--- src/rtl/parser_pkg.sv ---
// rtl/parser_pkg.sv - shared definitions for the L4 header parser
//   l4_state_t      : walk state of the L4 header parser
//   IPPROTO_*       : IPv4 protocol numbers the parser accepts
//   IPV4_MIN_IHL    : smallest legal IPv4 header length in 32-bit words
//   *_REQ_BYTES     : L4 header bytes needed before the 5-tuple is complete
//   l4_req_bytes()  : required L4 byte count for a given protocol
package parser_pkg;

    typedef enum logic [2:0] {
        L4_IDLE    = 3'd0,
        L4_IP_HDR  = 3'd1,
        L4_L4_HDR  = 3'd2,
        L4_PAYLOAD = 3'd3,
        L4_DROP    = 3'd4
    } l4_state_t;

    localparam logic [7:0] IPPROTO_TCP   = 8'd6;
    localparam logic [7:0] IPPROTO_UDP   = 8'd17;
    localparam logic [3:0] IPV4_MIN_IHL  = 4'd5;
    localparam int         UDP_REQ_BYTES = 6;
    localparam int         TCP_REQ_BYTES = 14;

    // Only called once the protocol is known to be TCP or UDP.
    function automatic logic [15:0] l4_req_bytes(input logic [7:0] proto);
        return (proto == IPPROTO_TCP) ? 16'(TCP_REQ_BYTES) : 16'(UDP_REQ_BYTES);
    endfunction

endpackage

--- src/rtl/l4_header_parser.sv ---
// rtl/l4_header_parser.sv - TCP/UDP 5-tuple extractor behind the IPv4 parser
//   clk, rst                     : clock, asynchronous active-high reset
//   tdata_in, idx_in             : frame bytes (lane 0 first), count of valid lanes
//   data_valid_in, last_flag_in  : beat qualifier, final beat of frame
//   ipv4_parser_ready            : upstream src_ip/dst_ip are valid
//   src_ip, dst_ip               : upstream-extracted addresses
//   tdata_out .. last_flag_out   : stream pass-through, one register stage
//   src_port, dst_port           : L4 ports
//   flow_src_ip, flow_dst_ip     : addresses latched with a good 5-tuple
//   l4_protocol, tcp_flags       : protocol number, TCP flags byte (0 for UDP)
//   udp_length                   : UDP length field (0 for TCP)
//   l4_valid, l4_error           : one-cycle result / failure pulses
module l4_header_parser
    import parser_pkg::*;
#(
    parameter  int DATA_WIDTH = 64,
    localparam int IDXW       = $clog2(DATA_WIDTH / 8 + 1)
) (
    input  logic                  clk,
    input  logic                  rst,
    input  logic [DATA_WIDTH-1:0] tdata_in,
    input  logic [IDXW-1:0]       idx_in,
    input  logic                  data_valid_in,
    input  logic                  last_flag_in,
    input  logic                  ipv4_parser_ready,
    input  logic [31:0]           src_ip,
    input  logic [31:0]           dst_ip,
    output logic [DATA_WIDTH-1:0] tdata_out,
    output logic [IDXW-1:0]       idx_out,
    output logic                  data_valid_out,
    output logic                  last_flag_out,
    output logic [15:0]           src_port,
    output logic [15:0]           dst_port,
    output logic [31:0]           flow_src_ip,
    output logic [31:0]           flow_dst_ip,
    output logic [7:0]            l4_protocol,
    output logic [7:0]            tcp_flags,
    output logic [15:0]           udp_length,
    output logic                  l4_valid,
    output logic                  l4_error
);

    localparam int LANES = DATA_WIDTH / 8;

    l4_state_t   state_q, state_d;
    logic [15:0] cnt_q, cnt_d;
    logic [3:0]  ver_q, ver_d;
    logic [3:0]  ihl_q, ihl_d;
    logic [7:0]  proto_q, proto_d;
    logic [5:0]  hlen_q, hlen_d;
    logic [15:0] sp_q, sp_d;
    logic [15:0] dp_q, dp_d;
    logic [15:0] ulen_q, ulen_d;
    logic [7:0]  flags_q, flags_d;
    logic        done_d;
    logic        trunc_d;
    logic [7:0]  lane_byte;
    logic [15:0] l4_off;

    // Walks every valid lane of the beat in order, so a single beat can
    // finish the IPv4 header, enter L4_HDR and complete the 5-tuple.
    always_comb begin
        state_d   = state_q;
        cnt_d     = cnt_q;
        ver_d     = ver_q;
        ihl_d     = ihl_q;
        proto_d   = proto_q;
        hlen_d    = hlen_q;
        sp_d      = sp_q;
        dp_d      = dp_q;
        ulen_d    = ulen_q;
        flags_d   = flags_q;
        done_d    = 1'b0;
        trunc_d   = 1'b0;
        lane_byte = 8'd0;
        l4_off    = 16'd0;

        if (data_valid_in) begin
            if (state_d == L4_IDLE) begin
                state_d = L4_IP_HDR;
                cnt_d   = 16'd0;
                ver_d   = 4'd0;
                ihl_d   = 4'd0;
                proto_d = 8'd0;
                hlen_d  = 6'd0;
                sp_d    = 16'd0;
                dp_d    = 16'd0;
                ulen_d  = 16'd0;
                flags_d = 8'd0;
            end

            for (int i = 0; i < LANES; i++) begin
                if (i < int'(idx_in)) begin
                    lane_byte = tdata_in[i*8 +: 8];
                    l4_off    = cnt_d - {10'd0, hlen_d};
                    case (state_d)
                        L4_IP_HDR: begin
                            if (cnt_d == 16'd0) begin
                                ver_d  = lane_byte[7:4];
                                ihl_d  = lane_byte[3:0];
                                hlen_d = {lane_byte[3:0], 2'b00};
                            end
                            if (cnt_d == 16'd9) begin
                                proto_d = lane_byte;
                                if (ver_d != 4'd4 || ihl_d < IPV4_MIN_IHL ||
                                    !(lane_byte == IPPROTO_TCP || lane_byte == IPPROTO_UDP)) begin
                                    state_d = L4_DROP;
                                end
                            end
                        end
                        L4_L4_HDR: begin
                            case (l4_off)
                                16'd0:  sp_d[15:8] = lane_byte;
                                16'd1:  sp_d[7:0]  = lane_byte;
                                16'd2:  dp_d[15:8] = lane_byte;
                                16'd3:  dp_d[7:0]  = lane_byte;
                                16'd4:  if (proto_d == IPPROTO_UDP) ulen_d[15:8] = lane_byte;
                                16'd5:  if (proto_d == IPPROTO_UDP) ulen_d[7:0]  = lane_byte;
                                16'd13: if (proto_d == IPPROTO_TCP) flags_d      = lane_byte;
                                default: ;
                            endcase
                            if (l4_off == l4_req_bytes(proto_d) - 16'd1) begin
                                state_d = L4_PAYLOAD;
                                done_d  = 1'b1;
                            end
                        end
                        default: ;
                    endcase

                    if (cnt_d != 16'hFFFF) begin
                        cnt_d = cnt_d + 16'd1;
                    end

                    // The cnt > 9 guard keeps a bogus short IHL from entering
                    // L4_HDR before the header check at offset 9 has run.
                    if (state_d == L4_IP_HDR && cnt_d > 16'd9 && cnt_d == {10'd0, hlen_d}) begin
                        state_d = L4_L4_HDR;
                    end
                end
            end

            // A 5-tuple completed in this beat has already moved to PAYLOAD,
            // so a coincident last is a clean end, not a truncation.
            if (last_flag_in) begin
                if (state_d == L4_IP_HDR || state_d == L4_L4_HDR) begin
                    trunc_d = 1'b1;
                end
                state_d = L4_IDLE;
            end
        end
    end

    always_ff @(posedge clk or posedge rst) begin
        if (rst) begin
            state_q        <= L4_IDLE;
            cnt_q          <= 16'd0;
            ver_q          <= 4'd0;
            ihl_q          <= 4'd0;
            proto_q        <= 8'd0;
            hlen_q         <= 6'd0;
            sp_q           <= 16'd0;
            dp_q           <= 16'd0;
            ulen_q         <= 16'd0;
            flags_q        <= 8'd0;
            tdata_out      <= '0;
            idx_out        <= '0;
            data_valid_out <= 1'b0;
            last_flag_out  <= 1'b0;
            src_port       <= 16'd0;
            dst_port       <= 16'd0;
            flow_src_ip    <= 32'd0;
            flow_dst_ip    <= 32'd0;
            l4_protocol    <= 8'd0;
            tcp_flags      <= 8'd0;
            udp_length     <= 16'd0;
            l4_valid       <= 1'b0;
            l4_error       <= 1'b0;
        end else begin
            state_q        <= state_d;
            cnt_q          <= cnt_d;
            ver_q          <= ver_d;
            ihl_q          <= ihl_d;
            proto_q        <= proto_d;
            hlen_q         <= hlen_d;
            sp_q           <= sp_d;
            dp_q           <= dp_d;
            ulen_q         <= ulen_d;
            flags_q        <= flags_d;

            tdata_out      <= tdata_in;
            idx_out        <= idx_in;
            data_valid_out <= data_valid_in;
            last_flag_out  <= last_flag_in;

            l4_valid       <= done_d & ipv4_parser_ready;
            l4_error       <= (done_d & ~ipv4_parser_ready) | trunc_d;

            // Ports and L4 fields follow every completed header; addresses
            // only when upstream vouches for them.
            if (done_d) begin
                src_port    <= sp_d;
                dst_port    <= dp_d;
                l4_protocol <= proto_d;
                tcp_flags   <= flags_d;
                udp_length  <= ulen_d;
                if (ipv4_parser_ready) begin
                    flow_src_ip <= src_ip;
                    flow_dst_ip <= dst_ip;
                end
            end
        end
    end

endmodule

--- config.mk ---
export PLATFORM = sky130hd
export DESIGN_NAME = l4_header_parser
export DESIGN_NICKNAME = d
export VERILOG_FILES = /design/src/rtl/parser_pkg.sv /design/src/rtl/l4_header_parser.sv
export SDC_FILE = /design/constraint.sdc
export NUM_CORES = 2
export LEC_CHECK = 0
export ABC_CLOCK_PERIOD_IN_PS = 44600
export CORE_ASPECT_RATIO = 2
export CORE_MARGIN = 3
export CORE_UTILIZATION = 40
export CTS_CLUSTER_DIAMETER = 60
export DETAILED_ROUTE_END_ITERATION = 10
export HOLD_SLACK_MARGIN = 0.06
export PLACE_DENSITY_LB_ADDON = 0.1
export SKIP_LAST_GASP = 1
export SLEW_MARGIN = 10
export SYNTH_ARGS = -nofsm -noshare
export SYNTH_HDL_FRONTEND = slang
export SYNTH_SLANG_ARGS = --single-unit
--- constraint.sdc ---
create_clock -name clk -period 44.6 [get_ports clk]
set_input_delay 4.46 -clock clk [delete_from_list [all_inputs] [get_ports clk]]
set_output_delay 4.46 -clock clk [all_outputs]
set_load 0.005 [all_outputs]
==> qor.yml <==
start_kind: "primary input"
ys_warn_count: 0
busiest_layer: "met2"
final.period_utilization: 0.511
number_of_detailed_routing_iterations_run_before_antenna_repair: 9
syn_nets: 4707
cts_setup_buffers: 0
irDropWorstVdd_v: 0.0000719
max_slew.worst_pin.slew_ps: 1470
seqCellArea_sq_um: 7430
start_util: 0.404
grt_first_pass_wirelength_um: 281000
drv_slew: 0
synth_seq_cells: 297
critical_path.endpoint_type: "flop"
clock_tree.root_cell: "sky130_fd_sc_hd__clkbuf_16"
floorplan.die.height_um: 419
cts.sink_count: 297
total_power_w: 0.00396
postSynth.asyncResetShare: 1.00
cts.hold.buffers_added: 0
grt_setup_unrepaired: "false"
timing.critical_path.slowest_stage_cell: "sky130_fd_sc_hd__o21ai_0"
report.final.hold_viol_count: 0
standby_leakage_power_nw: 16.5
floorplan_core_area_sq_um: 84600
layout-drive-gt1-share: 0.116
drc: 0
worst-endpoint-arrival_ps: 23300
antenna_violations_before_repair: 16
seq_area_frac_synth: 0.217
critical-path-top-cell-by-count: "sky130_fd_sc_hd__ha_1"
cts.reportedPaths.clkPinSlew_ps: 70
first_global_vias: 39200
floorplan.die_area_sq_um: 89200
cts_resized: 0
net_total_in_the_final_layout: 4910
crit_path_max_fanout: 29
achievable-frequency_mhz: 43.9
drv.max_cap_violation_count: 0
detail_placement_hpwl_um: 153000
buffer_ports.inserted: 336
synth_cell_type_count: 122
synth.most_common_cell: "sky130_fd_sc_hd__nor2_1"
overflow: 0
min-delay-path-class: "flop to flop"
met1_usage: 0.400
dominantRegCellSynth: "sky130_fd_sc_hd__dfrtp_1"
power_per_cell_area_nw_per_um2: 99.2
dieWidth_um: 213
route.detailed.vias_per_inst: 6.92
clk-insertion-delay-late_ps: 640
synthesis.area_per_instance_sq_um: 7.60
slew-limit-headroom: 0.0168
gr-usage-all-layers: 0.436
netlist_area_sq_um: 34200
timing.critical_path.slowest_cell_delay_ps: 760
dr_total_vias: 40200
clk_skew_ps: 29.0
area_used_by_multi_input_combinational_logic_sq_um: 25200
synth_top_area_share: 0.217
areaGrowthSynthToFinish_pct: 16.8
minimum_period_implied_by_the_final_worst_setup_slack_ps: 22790
grt.met3_usage: 0.131
number_of_enable_type_register_cells_in_the_synthesized_netlist: 0
std_cell_rows: 151
gp_congestion: 1.15
final_antenna_net_count: 0
detailedRoute.firstIterationViolations: 4687
synth_cells: 4498
htree_levels: 1
cts_inserted_buffers: 31
timing.final.setup_violations: 0
synth_area_leaders: "sky130_fd_sc_hd__dfrtp_1, sky130_fd_sc_hd__mux2_2, sky130_fd_sc_hd__mux2i_1"
outcome: "completed"
cts_buffer_depth: 3
wl_um: 200000
cts_tree: "done"
path_class: "primary input to flop"
synth.cells.most_frequent: "sky130_fd_sc_hd__nor2_1, sky130_fd_sc_hd__nand2_1, sky130_fd_sc_hd__a21oi_1"
wl_per_cell_um: 34.4
netlist.top_cell.by_area: "sky130_fd_sc_hd__dfrtp_1"
worst_ep_required_time_ps: 45110
grt_util_met2: 0.718
num-fill-cells: 8568
grt_max_degree: 136
num_io_pins: 337
final_layout_setup_total_negative_slack_ps: 0
[per-layer routing]
layer	vias up	wire length [um]
li1	17200	-
met1	19100	60500
met4	2	29100
met5	-	11
met2	2741	92200
met3	1176	18200
[metrics by stage]
step / setup slack, ps / area, sq um / utilization / hold WS (ps) / instances
finish: 21810 / 39900 / 0.472 / 489 / 5809
global route: 20610 / 39900 / 0.472 / 503 / 5802
CTS: 22230 / 39800 / 0.470 / 495 / 5792
detailed placement: 21610 / 38800 / 0.458 / 480 / 5736
global placement: 22050 / 38800 / 0.458 / 472 / 5736
floorplan: 26470 / 34200 / - / 447 / 4498
[path summary, 6_finish.rpt]
kind	from	to	slack, ps	depth (start not counted)
worst min-delay path	flow_dst_ip[30]$_DFFE_PP0P_	flow_dst_ip[30]$_DFFE_PP0P_	490	1
min in group asynchronous	rst	flow_dst_ip[4]$_DFFE_PP0P_	4300	2
worst max-delay path	idx_in[3]	dst_port[0]$_DFFE_PP0P_	21810	52
worst min register to register	flow_dst_ip[30]$_DFFE_PP0P_	flow_dst_ip[30]$_DFFE_PP0P_	490	1
max in group asynchronous	rst	flow_src_ip[18]$_DFFE_PP0P_	38730	3
worst max register to register	state_q[0]$_DFFE_PP0P_	dst_port[0]$_DFFE_PP0P_	23910	57
[placed cells by master, fill, tap and decap left out, types with 25 or more instances in the layout]
cell type and instances:
sky130_fd_sc_hd__dfrtp_1 297, sky130_fd_sc_hd__xnor2_1 136, sky130_fd_sc_hd__a21o_1 35, sky130_fd_sc_hd__mux2_1 70, sky130_fd_sc_hd__nor2b_1 26, sky130_fd_sc_hd__clkdlybuf4s50_1 335, sky130_fd_sc_hd__ha_1 66, sky130_fd_sc_hd__a31oi_1 87
sky130_fd_sc_hd__inv_1 126, sky130_fd_sc_hd__o211ai_1 97, sky130_fd_sc_hd__o21a_1 29, sky130_fd_sc_hd__or3_1 36, sky130_fd_sc_hd__or2_2 27, sky130_fd_sc_hd__and2_1 48, sky130_fd_sc_hd__nand3_1 179, sky130_fd_sc_hd__nand2_1 453
sky130_fd_sc_hd__o31ai_1 31, sky130_fd_sc_hd__a21oi_1 326, sky130_fd_sc_hd__xor2_1 30, sky130_fd_sc_hd__or4_1 35, sky130_fd_sc_hd__and3_1 50, sky130_fd_sc_hd__nor2_1 454, sky130_fd_sc_hd__a31o_2 25, sky130_fd_sc_hd__mux2i_1 178
sky130_fd_sc_hd__nor3_1 141, sky130_fd_sc_hd__nand4_1 83, sky130_fd_sc_hd__clkbuf_16 31, sky130_fd_sc_hd__nor4_1 79, sky130_fd_sc_hd__nand2b_1 31, sky130_fd_sc_hd__buf_4 133, sky130_fd_sc_hd__mux2_2 189, sky130_fd_sc_hd__a211oi_1 74
sky130_fd_sc_hd__o21ai_0 254
[registers in the layout, indices dropped and copies added, names as in the netlist, 3 cells and up]
signal       flops
cnt_q           16
tcp_flags        8
flow_dst_ip     32
idx_out          4
proto_q          8
src_port        16
dst_port        16
ihl_q            4
ulen_q          16
dp_q            16
l4_protocol      8
flow_src_ip     32
flags_q          8
hlen_q           6
tdata_out       64
ver_q            4
udp_length      16
state_q          3
sp_q            16
[final cells by class]
cell class | count | area share
multi-input combinational | 3764 | 0.630
sequential | 297 | 0.186
timing repair buffer | 471 | 0.110
tap | 1071 | 0.0336
clock buffer | 42 | 0.0217
inverter | 136 | 0.0130
clock inverter | 14 | 0.00436
antenna | 14 | 0.000877
[cell families (layout without fill, tap and decap cells)]
kind of cell,count (synthesis),count (layout),share of synthesized area
xor gates and xnor gates,167,167,0.0430
adders and majority gates,75,75,0.0285
muxes,444,444,0.140
other,0,14,0
DFF,297,297,0.217
AOI/OAI and AO/OA,1256,1256,0.244
and+or+nand+nor,1822,1822,0.276
buffers and inverters,437,663,0.0507
[worst max-delay path: cells and delay by family]
| kind | cells | cell delay (ps) |
|---|---|---|
| buffers and inverters | 9 | 1990 |
| AOI/OAI and AO/OA | 16 | 5440 |
| and+or+nand+nor | 13 | 6070 |
| xor gates and xnor gates | 4 | 1860 |
| adders and majority gates | 8 | 2650 |
| muxes | 2 | 740 |
[report_power, final]
group / internal (W) / switching, W
combinational: 0.00111 / 0.00226
clock: 0.000150 / 0.000126
sequential: 0.000295 / 0.0000272
total: 0.00155 / 0.00241
Note: power is estimated with default switching activity, not from simulation.
